[src/rtl/ps2_kbd_decoder.sv]
// rtl/ps2_kbd_decoder.sv - PS/2 scan-code set 2 decoder with FWFT key-event FIFO
module ps2_kbd_decoder #(
    parameter int FIFO_AW = 3
) (
    input  logic               clk,
    input  logic               rst,
    input  logic               rx_ack,
    input  logic               rx_err,
    input  logic [7:0]         rx_data,
    input  logic               pop,
    input  logic               clr,
    output logic               event_valid,
    output logic [7:0]         event_code,
    output logic               event_ext,
    output logic               event_break,
    output logic [FIFO_AW:0]   count,
    output logic [7:0]         resp,
    output logic               resp_valid,
    output logic               overflow,
    output logic               err
);

    localparam int DEPTH = 2 ** FIFO_AW;

    typedef enum logic [2:0] {
        IDLE   = 3'd0,
        EXT    = 3'd1,
        BRK    = 3'd2,
        EXTBRK = 3'd3,
        PAUSE  = 3'd4
    } state_t;

    state_t       state, state_nxt;
    logic [2:0]   skip_cnt, skip_nxt;

    logic         push;
    logic [9:0]   push_data;
    logic         resp_load;

    logic [9:0]         mem [DEPTH];
    logic [FIFO_AW:0]   wr_ptr, rd_ptr;
    logic               fifo_full, fifo_empty;
    logic               do_push, do_pop;
    logic [9:0]         head;

    function automatic logic is_resp(input logic [7:0] b);
        return (b == 8'hFA) || (b == 8'hAA) || (b == 8'hEE) || (b == 8'hFE) ||
               (b == 8'hFC) || (b == 8'h00) || (b == 8'hFF);
    endfunction

    function automatic logic is_fake_shift(input logic [7:0] b);
        return (b == 8'h12) || (b == 8'h59);
    endfunction

    // State register
    always_ff @(posedge clk or posedge rst) begin
        if (rst) begin
            state    <= IDLE;
            skip_cnt <= 3'd0;
        end else begin
            state    <= state_nxt;
            skip_cnt <= skip_nxt;
        end
    end

    // Next-state logic; rx_err overrides any byte arriving in the same cycle
    always_comb begin
        state_nxt = state;
        skip_nxt  = skip_cnt;
        if (rx_err) begin
            state_nxt = IDLE;
            skip_nxt  = 3'd0;
        end else if (rx_ack) begin
            unique case (state)
                IDLE: begin
                    if (rx_data == 8'hE0) begin
                        state_nxt = EXT;
                    end else if (rx_data == 8'hF0) begin
                        state_nxt = BRK;
                    end else if (rx_data == 8'hE1) begin
                        state_nxt = PAUSE;
                        skip_nxt  = 3'd0;
                    end
                end
                EXT:    state_nxt = (rx_data == 8'hF0) ? EXTBRK : IDLE;
                BRK:    state_nxt = IDLE;
                EXTBRK: state_nxt = IDLE;
                PAUSE: begin
                    if (skip_cnt == 3'd6) begin
                        state_nxt = IDLE;
                        skip_nxt  = 3'd0;
                    end else begin
                        skip_nxt = skip_cnt + 3'd1;
                    end
                end
                default: state_nxt = IDLE;
            endcase
        end
    end

    // Output decode: event push and response capture; entry = {ext, brk, code}
    always_comb begin
        push      = 1'b0;
        push_data = 10'd0;
        resp_load = 1'b0;
        if (rx_ack && !rx_err) begin
            unique case (state)
                IDLE: begin
                    if (is_resp(rx_data)) begin
                        resp_load = 1'b1;
                    end else if (rx_data != 8'hE0 && rx_data != 8'hF0 && rx_data != 8'hE1) begin
                        push      = 1'b1;
                        push_data = {1'b0, 1'b0, rx_data};
                    end
                end
                EXT: begin
                    if (rx_data != 8'hF0 && !is_fake_shift(rx_data)) begin
                        push      = 1'b1;
                        push_data = {1'b1, 1'b0, rx_data};
                    end
                end
                BRK: begin
                    push      = 1'b1;
                    push_data = {1'b0, 1'b1, rx_data};
                end
                EXTBRK: begin
                    if (!is_fake_shift(rx_data)) begin
                        push      = 1'b1;
                        push_data = {1'b1, 1'b1, rx_data};
                    end
                end
                PAUSE: begin
                    if (skip_cnt == 3'd6) begin
                        push      = 1'b1;
                        push_data = {1'b1, 1'b0, 8'h77};
                    end
                end
                default: ;
            endcase
        end
    end

    assign fifo_empty = (wr_ptr == rd_ptr);
    assign fifo_full  = (count == DEPTH[FIFO_AW:0]);
    assign do_pop     = pop && !fifo_empty;
    assign do_push    = push && (!fifo_full || do_pop);
    assign count      = wr_ptr - rd_ptr;

    always_ff @(posedge clk) begin
        if (do_push) mem[wr_ptr[FIFO_AW-1:0]] <= push_data;
    end

    always_ff @(posedge clk or posedge rst) begin
        if (rst) begin
            wr_ptr     <= '0;
            rd_ptr     <= '0;
            resp       <= 8'd0;
            resp_valid <= 1'b0;
            overflow   <= 1'b0;
            err        <= 1'b0;
        end else begin
            if (do_push) wr_ptr <= wr_ptr + 1'b1;
            if (do_pop)  rd_ptr <= rd_ptr + 1'b1;
            resp_valid <= resp_load;
            if (resp_load) resp <= rx_data;
            // Set conditions take priority over clr
            if (push && !do_push)  overflow <= 1'b1;
            else if (clr)          overflow <= 1'b0;
            if (rx_err)            err <= 1'b1;
            else if (clr)          err <= 1'b0;
        end
    end

    // Storage is not reset, so head fields are masked while empty
    assign head        = fifo_empty ? 10'd0 : mem[rd_ptr[FIFO_AW-1:0]];
    assign event_valid = !fifo_empty;
    assign event_code  = head[7:0];
    assign event_break = head[8];
    assign event_ext   = head[9];

endmodule
[config.mk]
export PLATFORM = sky130hd
export DESIGN_NAME = ps2_kbd_decoder
export DESIGN_NICKNAME = d
export VERILOG_FILES = /design/src/rtl/ps2_kbd_decoder.sv
export SDC_FILE = /design/constraint.sdc
export NUM_CORES = 1
export LEC_CHECK = 0
export BUFFER_PORTS_ARGS = -buffer_cell sky130_fd_sc_hd__buf_2
export CAP_MARGIN = 5
export CORE_MARGIN = 2
export CORE_UTILIZATION = 45
export DETAILED_ROUTE_END_ITERATION = 10
export GPL_TIMING_DRIVEN = 0
export HOLD_SLACK_MARGIN = 0.08
export PLACE_DENSITY = 0.63
export REMOVE_ABC_BUFFERS = 1
export SLEW_MARGIN = 20
export SYNTH_ARGS = -nofsm -noshare
export SYNTH_HDL_FRONTEND = slang
export SYNTH_SLANG_ARGS = --single-unit
[constraint.sdc]
create_clock -name clk -period 7.1 [get_ports clk]
set_input_delay 0.355 -clock clk [delete_from_list [all_inputs] [get_ports clk]]
set_output_delay 0.355 -clock clk [all_outputs]
set_load 0.005 [all_outputs]
* After elaboration in Yosys (flattened, before gate mapping)
Memory sizes are Yosys's and may differ from the RTL's. Cells that the tools add are included. W data, S select, Z words.
Storage, ports and cells: register bits after elaboration 25, RAM bits 80, input port bits 14, output and inout port bits 26, logic and storage cells 105, memories 1
Operators by class: add/sub/neg operators 4, equality and inequality tests 26, muxes and demuxes 38, reductions and logical operators 28
Memory list:
- mem | words 8, bits a word 10, read ports 1, clocked after memory_dff 0, write ports 1, line 40 | logic [9:0] mem [DEPTH];
Operators with widths (count):
- $eq A8 B8 Y1 const B | 9
- $mux W10 | 5
- $pmux W10 S5 | 1
- $mux W3 | 12
- $ne A8 B8 Y1 const B | 3
- $mux W8 | 2
- $mux W1 | 14
- $ne A3 B3 Y1 const B | 4
- $pmux W3 S3 | 1
- $add A4 B1 Y4 const B | 2
- $eq A8 B5 Y1 const B | 1
- $eq A8 B7 Y1 const B | 1
- $logic_not A8 Y1 | 1
- $logic_or A1 B1 Y1 | 8
- $logic_and A1 B1 Y1 | 7
- $eq A3 B2 Y1 const B | 2
- $eq A3 B3 Y1 const B | 2
- $pmux W3 S2 | 1
- $reduce_bool A2 Y1 | 3
- $logic_not A1 Y1 | 5
- $ne A5 B5 Y1 const B | 1
- $pmux W1 S5 | 1
- $reduce_and A5 Y1 | 1
- $eq A4 B4 Y1 | 1
- other kinds (8) | 8

* Depth between registers and ports, before layout
Gate-level depths: netlist of the first run.
depth after elaboration 14, gate-level depth with buffers 9

* Worst setup path before layout of the first run
Ideal clock, no wire load.
kind register to register, start reg rd_ptr[1], end mem mem[0][0] (enable), data arrival time 2923 ps, data required time 6696 ps, slack 3774 ps, stages on the path, launching flop included 10, cells stage by stage dfrtp_1 buf_1 inv_1 ha_1 nor2b_1 o21ai_0 and3_1 or3_1 nand2_2 nor4_1
On the way: longest elaborated chain between the ends 7, elaborated cells between the ends (all ways) 10, classes of those cells add/sub: 1; eq/ne: 2; mux: 2; reduce/logical: 5
Ends and longest elaborated chain:
- start, declared | line 41 | logic [FIFO_AW:0] wr_ptr, rd_ptr;
- start signal, assigned | line 163 | if (do_pop) rd_ptr <= rd_ptr + 1'b1;
- $sub A4 B4 Y4 / $eq A4 B4 Y1 (equally long branches) | line 147, 143
- $eq A4 B4 Y1 / $logic_not A1 Y1 (equally long branches) | line 144, 145
- $logic_not A1 Y1 / $logic_and A1 B1 Y1 (equally long branches) | line 146, 145
- $logic_or A1 B1 Y1 (*) | line 146 | assign do_push = push && (!fifo_full || do_pop);
- $logic_and A1 B1 Y1 (*) | line 146
- $mux W1 (*) | line 150 | if (do_push) mem[wr_ptr[FIFO_AW-1:0]] <= push_data;
- $mux W1 (not written as such) (*) | line 150
- end, declared | line 40
Every way passes the cells marked *; elsewhere a longest branch is shown, timed or not.

* Worst setup path in the final report of the first run
start reg rd_ptr[2], end out event_code[2]
On the way: longest elaborated chain between the ends 2, elaborated cells between the ends (all ways) 3, classes of those cells eq/ne: 1; mux: 1; memory: 1
Ends and longest elaborated chain:
- $mem_v2 Z8 W10 / $eq A4 B4 Y1 (equally long branches)
- $mux W10 (*) | line 175 | assign head = fifo_empty ? 10'd0 : mem[rd_ptr[FIFO_AW-1:0]];
- end, declared | line 13 | output logic [7:0] event_code,
Marks and branches as above.

==> flow_summary.json, run 1 <==
{
  "rsz0062_at_grt": "false",
  "place_congestion": 0.811,
  "synthTopCellsByArea": "edfxtp_1, dfrtp_1, mux4_2",
  "worst_slack_ps": 3530,
  "power_mw": 1.78,
  "post-route-util_pct": 51.6,
  "drt_iter0_drc": 171,
  "cp-start-kind": "register",
  "fp.dieW_um": 106,
  "cap_violations": 0,
  "synth_area_um2": 4660,
  "std_cell_rows": 37,
  "path_class": "reg -> out",
  "clock-sinks": 105,
  "synthArstFlopShare_pct": 23.8,
  "grt_max_degree": 26,
  "slew_headroom_pct": 30.4,
  "critPathRequiredTime_ps": 6740,
  "crit_path_end_kind": "output port",
  "status": "finished, final reports clean",
  "yosysTopAreaCellShare_pct": 51.6,
  "skew_ps": 10.3,
  "ys_types": 47,
  "dieHeight_um": 106,
  "crit_arrival_ps": 3220,
  "synth.avg_cell_area_um2": 14.7,
  "antennaDiodeCount": 0,
  "seq_area_um2": 3030,
  "cts_tree": "done",
  "dp_hpwl_um": 6260,
  "holdBufCountCts": 0,
  "synth_warnings": 0,
  "wire_per_inst_um": 18.3,
  "tightest_slew_ps": 1040,
  "cts_resized": 0,
  "grt_usage_pct": 17.5,
  "fin_crit_sh_pct": 50.3,
  "routed_wl_um": 9140,
  "first_pass_iters": 4,
  "setup_tns_ps": 0,
  "ant_nets": 0,
  "drive_above_1_share_pct": 30.2,
  "grt_overflow": 0,
  "post-place-ws_ps": 3440,
  "design.core.area_um2": 10200,
  "clock.fmax_mhz": 280,
  "yosysTopAreaCell": "edfxtp_1",
  "dieArea_um2": 11200,
  "final.fill_count": 892,
  "clkLatencyLatePin_ps": 360,
  "drc_errors": 0,
  "rrSetupSlack_ps": 3690,
  "nets": 379,
  "critPathMaxFanout": 13,
  "peakVddDrop_uv": 150,
  "multiInputGateArea_um2": 1530,
  "synth.ff_latch_count": 105,
  "clock-root-buffer": "clkbuf_8",
  "clk_path_buf_depth": 2,
  "netlist_instances": 316,
  "viasPerCell": 5.53,
  "hold_viol_final": 0,
  "leakage_nw": 1.93,
  "synth_edf_count": 80,
  "cts_inserted_buffers": 9,
  "area_growth_pct": 12.8,
  "num_vias": 2766,
  "cts_htree_levels": 3,
  "synthFlopType": "edfxtp_1",
  "period_minus_slack_ps": 3570,
  "finalSetupViolCount": 0,
  "drv_slew": 0,
  "ys_seq_area_share_pct": 65.0,
  "initial_core_util_pct": 45.7,
  "powerDensity_nw_per_um2": 339,
  "holdWs_ps": 212,
  "grt_pass1_wl_um": 14700,
  "io_pins": 40,
  "io_buffers": 39,
  "hold_path.class": "in -> async",
  "postCtsSetupBuffers": 0,
  "antenna_found_initial": 0,
  "clk_pin_slew_ps": 100,
  "grt_pass1_vias": 2786
}
==> Yosys cell counts (2+ instances only) <==
master	n
edfxtp_1	80
nand2_1	32
dfrtp_1	25
mux4_2	20
inv_1	14
a21oi_1	13
nor2_1	10
nor3_1	10
clkbuf_1	9
mux2_2	9
o21ai_0	9
nor4_1	7
o21a_1	7
xnor2_1	6
and3_1	5
ha_1	5
nand3_1	5
a31oi_1	4
buf_2	4
nand4_1	4
and2_1	3
nand4b_1	3
nor2b_1	3
xor2_1	3
buf_6	2
o31ai_1	2
or3_1	2
==> state kept, by name, indices dropped and copies added (netlist names) <==
signal      cells
err             1
rd_ptr          4
skip_cnt        3
resp            8
overflow        1
mem            80
resp_valid      1
wr_ptr          4
state           3
==> stage by stage <==
stage | cell area (um^2) | cells
floorplan | 4580 | 300
global placement | 4940 | 475
detailed placement | 5070 | 484
CTS | 5250 | 500
global route | 5250 | 500
finish | 5250 | 500
==> logic make-up after synthesis <==
group	count (synthesis)	share of synthesized area, %
simple gates	92	10.4
compound gates	44	6.18
mux	30	12.1
fa+ha+maj	6	1.77
xor+xnor	9	1.69
flops	105	65.0
buf+inv	30	2.85
==> worst paths after layout <==
kind | start | endpoint | cells past startpoint
max reg2reg | rd_ptr[2] | mem[2][5] | 9
min reg2reg | wr_ptr[3] | wr_ptr[3] | 1
min | rst | err | 2
max in group asynchronous | rst | rd_ptr[0] | 2
max | rd_ptr[2] | event_code[2] | 6
min in group clk | rx_err | err | 2
==> worst max-delay path: stages, from the launching register on <==
cell and delay, ps:
dfrtp_1 710, inv_1 410, ha_1 450, nand3_1 120, nor2_1 800, a21oi_1 160, buf_2 190
==> area by class of cell <==
class                      instances  area share (%)
sequential                       105            57.7
multi-input combinational        181            29.1
timing repair buffer              48            5.45
tap                              136            3.24
clock buffer                       9            2.36
clock inverter                     7            1.19
inverter                          14            1.00
==> cells in the final DEF (no fill, tap or decap), drive strengths merged, types with 2 or more instances in the layout <==
| cell | count |
|---|---|
| a21oi | 14 |
| a31oi | 5 |
| and2 | 3 |
| and3 | 6 |
| buf | 48 |
| clkbuf | 9 |
| clkinv | 3 |
| dfrtp | 25 |
| edfxtp | 80 |
| ha | 5 |
| inv | 17 |
| mux2 | 10 |
| mux4 | 20 |
| nand2 | 33 |
| nand3 | 5 |
| nand4 | 4 |
| nand4b | 3 |
| nor2 | 10 |
| nor2b | 3 |
| nor3 | 10 |
| nor4 | 7 |
| o21a | 7 |
| o21ai | 10 |
| o31ai | 2 |
| or3 | 2 |
| or4b | 2 |
| xnor2 | 6 |
| xor2 | 3 |
==> metal layers <==
| layer | global-route usage (%) | vias up | part of all wire, % |
|---|---|---|---|
| li1 | - | 1292 | - |
| met1 | 24.7 | 1403 | 48 |
| met2 | 27.7 | 67 | 47 |
| met3 | 3.96 | 4 | 4.0 |
| met4 | 4.23 | 0 | 0.57 |
| met5 | 0 | - | 0 |
==> power by group <==
part	internal (mW)	switching, mW
registers	0.732	0.0980
logic	0.306	0.294
clock network	0.134	0.215
total	1.17	0.607
(Power assumes the default switching activity.)
==> run 2: changes to the inputs <==
--- a/config.mk
+++ b/config.mk
@@ -12,7 +12,7 @@
 export DETAILED_ROUTE_END_ITERATION = 10
 export GPL_TIMING_DRIVEN = 0
 export HOLD_SLACK_MARGIN = 0.08
-export PLACE_DENSITY = 0.63
+export PLACE_DENSITY = 0.65
 export REMOVE_ABC_BUFFERS = 1
 export SLEW_MARGIN = 20
 export SYNTH_ARGS = -nofsm -noshare
==> constraint.sdc (replaced) <==
create_clock -name clk -period 3.1 [get_ports clk]
set_input_delay 0.155 -clock clk [delete_from_list [all_inputs] [get_ports clk]]
set_output_delay 0.155 -clock clk [all_outputs]
set_load 0.005 [all_outputs]
==> run 2 against run 1 <==
Sequential power grew 120%. Design area up 3.1%. Global-route usage fell by 0.22 points. Non-clock buffer count up 12. Combinational power increased to 2.7 times the previous value. Setup slack worse by 3300 ps. Register-to-register slack got worse by 3500 ps. Via count decreased by 0.36%. Total power rose by 140%. Sequential cell count unchanged. Clock-buffer cell count is the same.
==> flow_summary.json, run 2 (synthesis gave the netlist of run 1 again) <==
{
  "whs_path_depth": 3,
  "hold_viol_final": 0,
  "rr_worst_depth": 10,
  "crit_top_cell": "buf_2",
  "powerDensity_nw_per_um2": 786,
  "dieHeight_um": 106,
  "design.core.area_um2": 10200,
  "rrSetupSlack_ps": 220,
  "clk_path_buf_depth": 2,
  "antennaDiodeCount": 0,
  "design_area_um2": 5420,
  "routed_wl_um": 9190,
  "clock.fmax_mhz": 347,
  "tightest_slew_ps": 926,
  "grt_max_degree": 26,
  "grt_overflow": 0,
  "leakage_nw": 2.00,
  "crit_path_end_kind": "register",
  "fin_crit_sh_pct": 93.0,
  "fp.dieW_um": 106,
  "slew_headroom_pct": 37.9,
  "cts_tree": "done",
  "cp-start-kind": "register",
  "path_delay_family": "simple AND/OR/NAND/NOR gates",
  "first_pass_iters": 4,
  "clk_pin_slew_ps": 100,
  "clkLatencyLatePin_ps": 360,
  "cap_violations": 0,
  "dp_hpwl_um": 6150,
  "drv_slew": 0,
  "clock-root-buffer": "clkbuf_8",
  "r2r_start": "wr_ptr[0]",
  "postPlaceCellArea_um2": 5060,
  "final_common_cell": "edfxtp_1",
  "cts_htree_levels": 3,
  "status": "finished, final reports clean",
  "clock-sinks": 105,
  "grt_pass1_vias": 2677,
  "dieArea_um2": 11200,
  "grt_pass1_wl_um": 14700,
  "wire_per_inst_um": 18.0,
  "peakVddDrop_uv": 332,
  "period_minus_slack_ps": 2880,
  "std_cell_rows": 37,
  "ant_nets": 0,
  "nets": 391,
  "rsz0062_at_grt": "false",
  "hold_path_end": "skip_cnt[1]",
  "critPathRequiredTime_ps": 3170,
  "num_vias": 2756,
  "path_class": "reg -> reg",
  "crit_buf_inv": 3,
  "grt_usage_pct": 17.2,
  "drive_above_1_share_pct": 32.7,
  "min-delay-start": "rx_ack",
  "crit_arrival_ps": 2950,
  "max_stage_delay_ps": 480,
  "initial_core_util_pct": 45.7,
  "io_pins": 40,
  "io_buffers": 39,
  "antenna_found_initial": 0,
  "skew_ps": 12.0,
  "place_congestion": 0.793,
  "area_growth_pct": 16.3,
  "hold_path.class": "in -> reg",
  "setup_tns_ps": 0,
  "r2r-end": "mem[4][0]",
  "largest_reg_flops": 80,
  "drc_errors": 0,
  "mostFrequentLayoutCells": "edfxtp_1, buf_2, nand2_1",
  "critPathMaxFanout": 8,
  "cp_slowest_cell": "dfrtp_2",
  "cts_inserted_buffers": 9,
  "drt_iter0_drc": 150,
  "finalSetupViolCount": 0,
  "critical_path.cell_chain": "inv_1 > ha_1 > fa_1 > xor2_1 > nand4_1 > or3_1 > nand2_4 > nor4_4 > buf_2 > buf_2",
  "viasPerCell": 5.38
}
==> run 2: what timing repair did <==
item                       in CTS  in global routing
resized for setup               7                  5
pin swaps                       1                  0
setup endpoints to repair      92                 44
cloned                          0                  0
hold endpoints to repair       26                  0
buffers inserted                3                  8
hold buffers                    2                  0
==> run 2: where the power goes <==
part,leakage [nW],internal (mW),switching [mW]
logic,0.860,0.792,0.831
clock network,0.0932,0.311,0.504
registers,1.04,1.69,0.132
==> run 2: metrics by stage <==
| step | worst slack (ps) | total power [mW] | cells | util [%] | hold slack (ps) |
|---|---|---|---|---|---|
| final | 217 | 4.26 | 512 | 53.2 | 93.7 |
| after CTS | 7.18 | 4.20 | 504 | 52.3 | 86.6 |
| after global routing | 12.5 | 4.54 | 512 | 53.2 | 99.9 |
| after floorplan | -523 | 2.74 | 300 | - | 182 |
| after global placement | -1930 | 3.23 | 475 | 48.5 | 418 |
| after detailed placement | -749 | 3.34 | 483 | 49.7 | 426 |
==> run 2: tightest hold or removal path: cells and delay by family <==
family / cells / cell delay, ps
buf+inv: 1 / 130
simple gates: 1 / 70
compound gates: 1 / 60
==> run 2: layout make-up <==
| type | count | area (um^2) |
|---|---|---|
| clock inverter | 7 | 62.6 |
| inverter | 14 | 56.3 |
| clock buffer | 9 | 124 |
| timing repair buffer | 60 | 388 |
| sequential | 105 | 3040 |
| tap | 136 | 170 |
| fill | 872 | 4770 |
| multi-input combinational | 181 | 1580 |
==> run 2: worst max path at each step <==
stage | cells past startpoint | to | slack (ps) | start
finish | 10 | mem[4][0] | 220 | wr_ptr[0]
global route | 10 | mem[4][0] | 10 | wr_ptr[0]
CTS | 9 | mem[2][0] | 7 | wr_ptr[0]
detailed placement | 10 | mem[4][5] | -750 | rd_ptr[1]
global placement | 6 | mem[4][5] | -1930 | rd_ptr[0]
floorplan | 6 | mem[0][0] | -520 | rd_ptr[0]
==> run 2: routing by layer <==
layer  wire, um  up-vias  GRT usage [%]
li1           -     1317              -
met1       4060     1360           23.5
met2       4600       64           28.9
met3        395       15           2.60
met4        138        0           4.89
met5          0        -              0
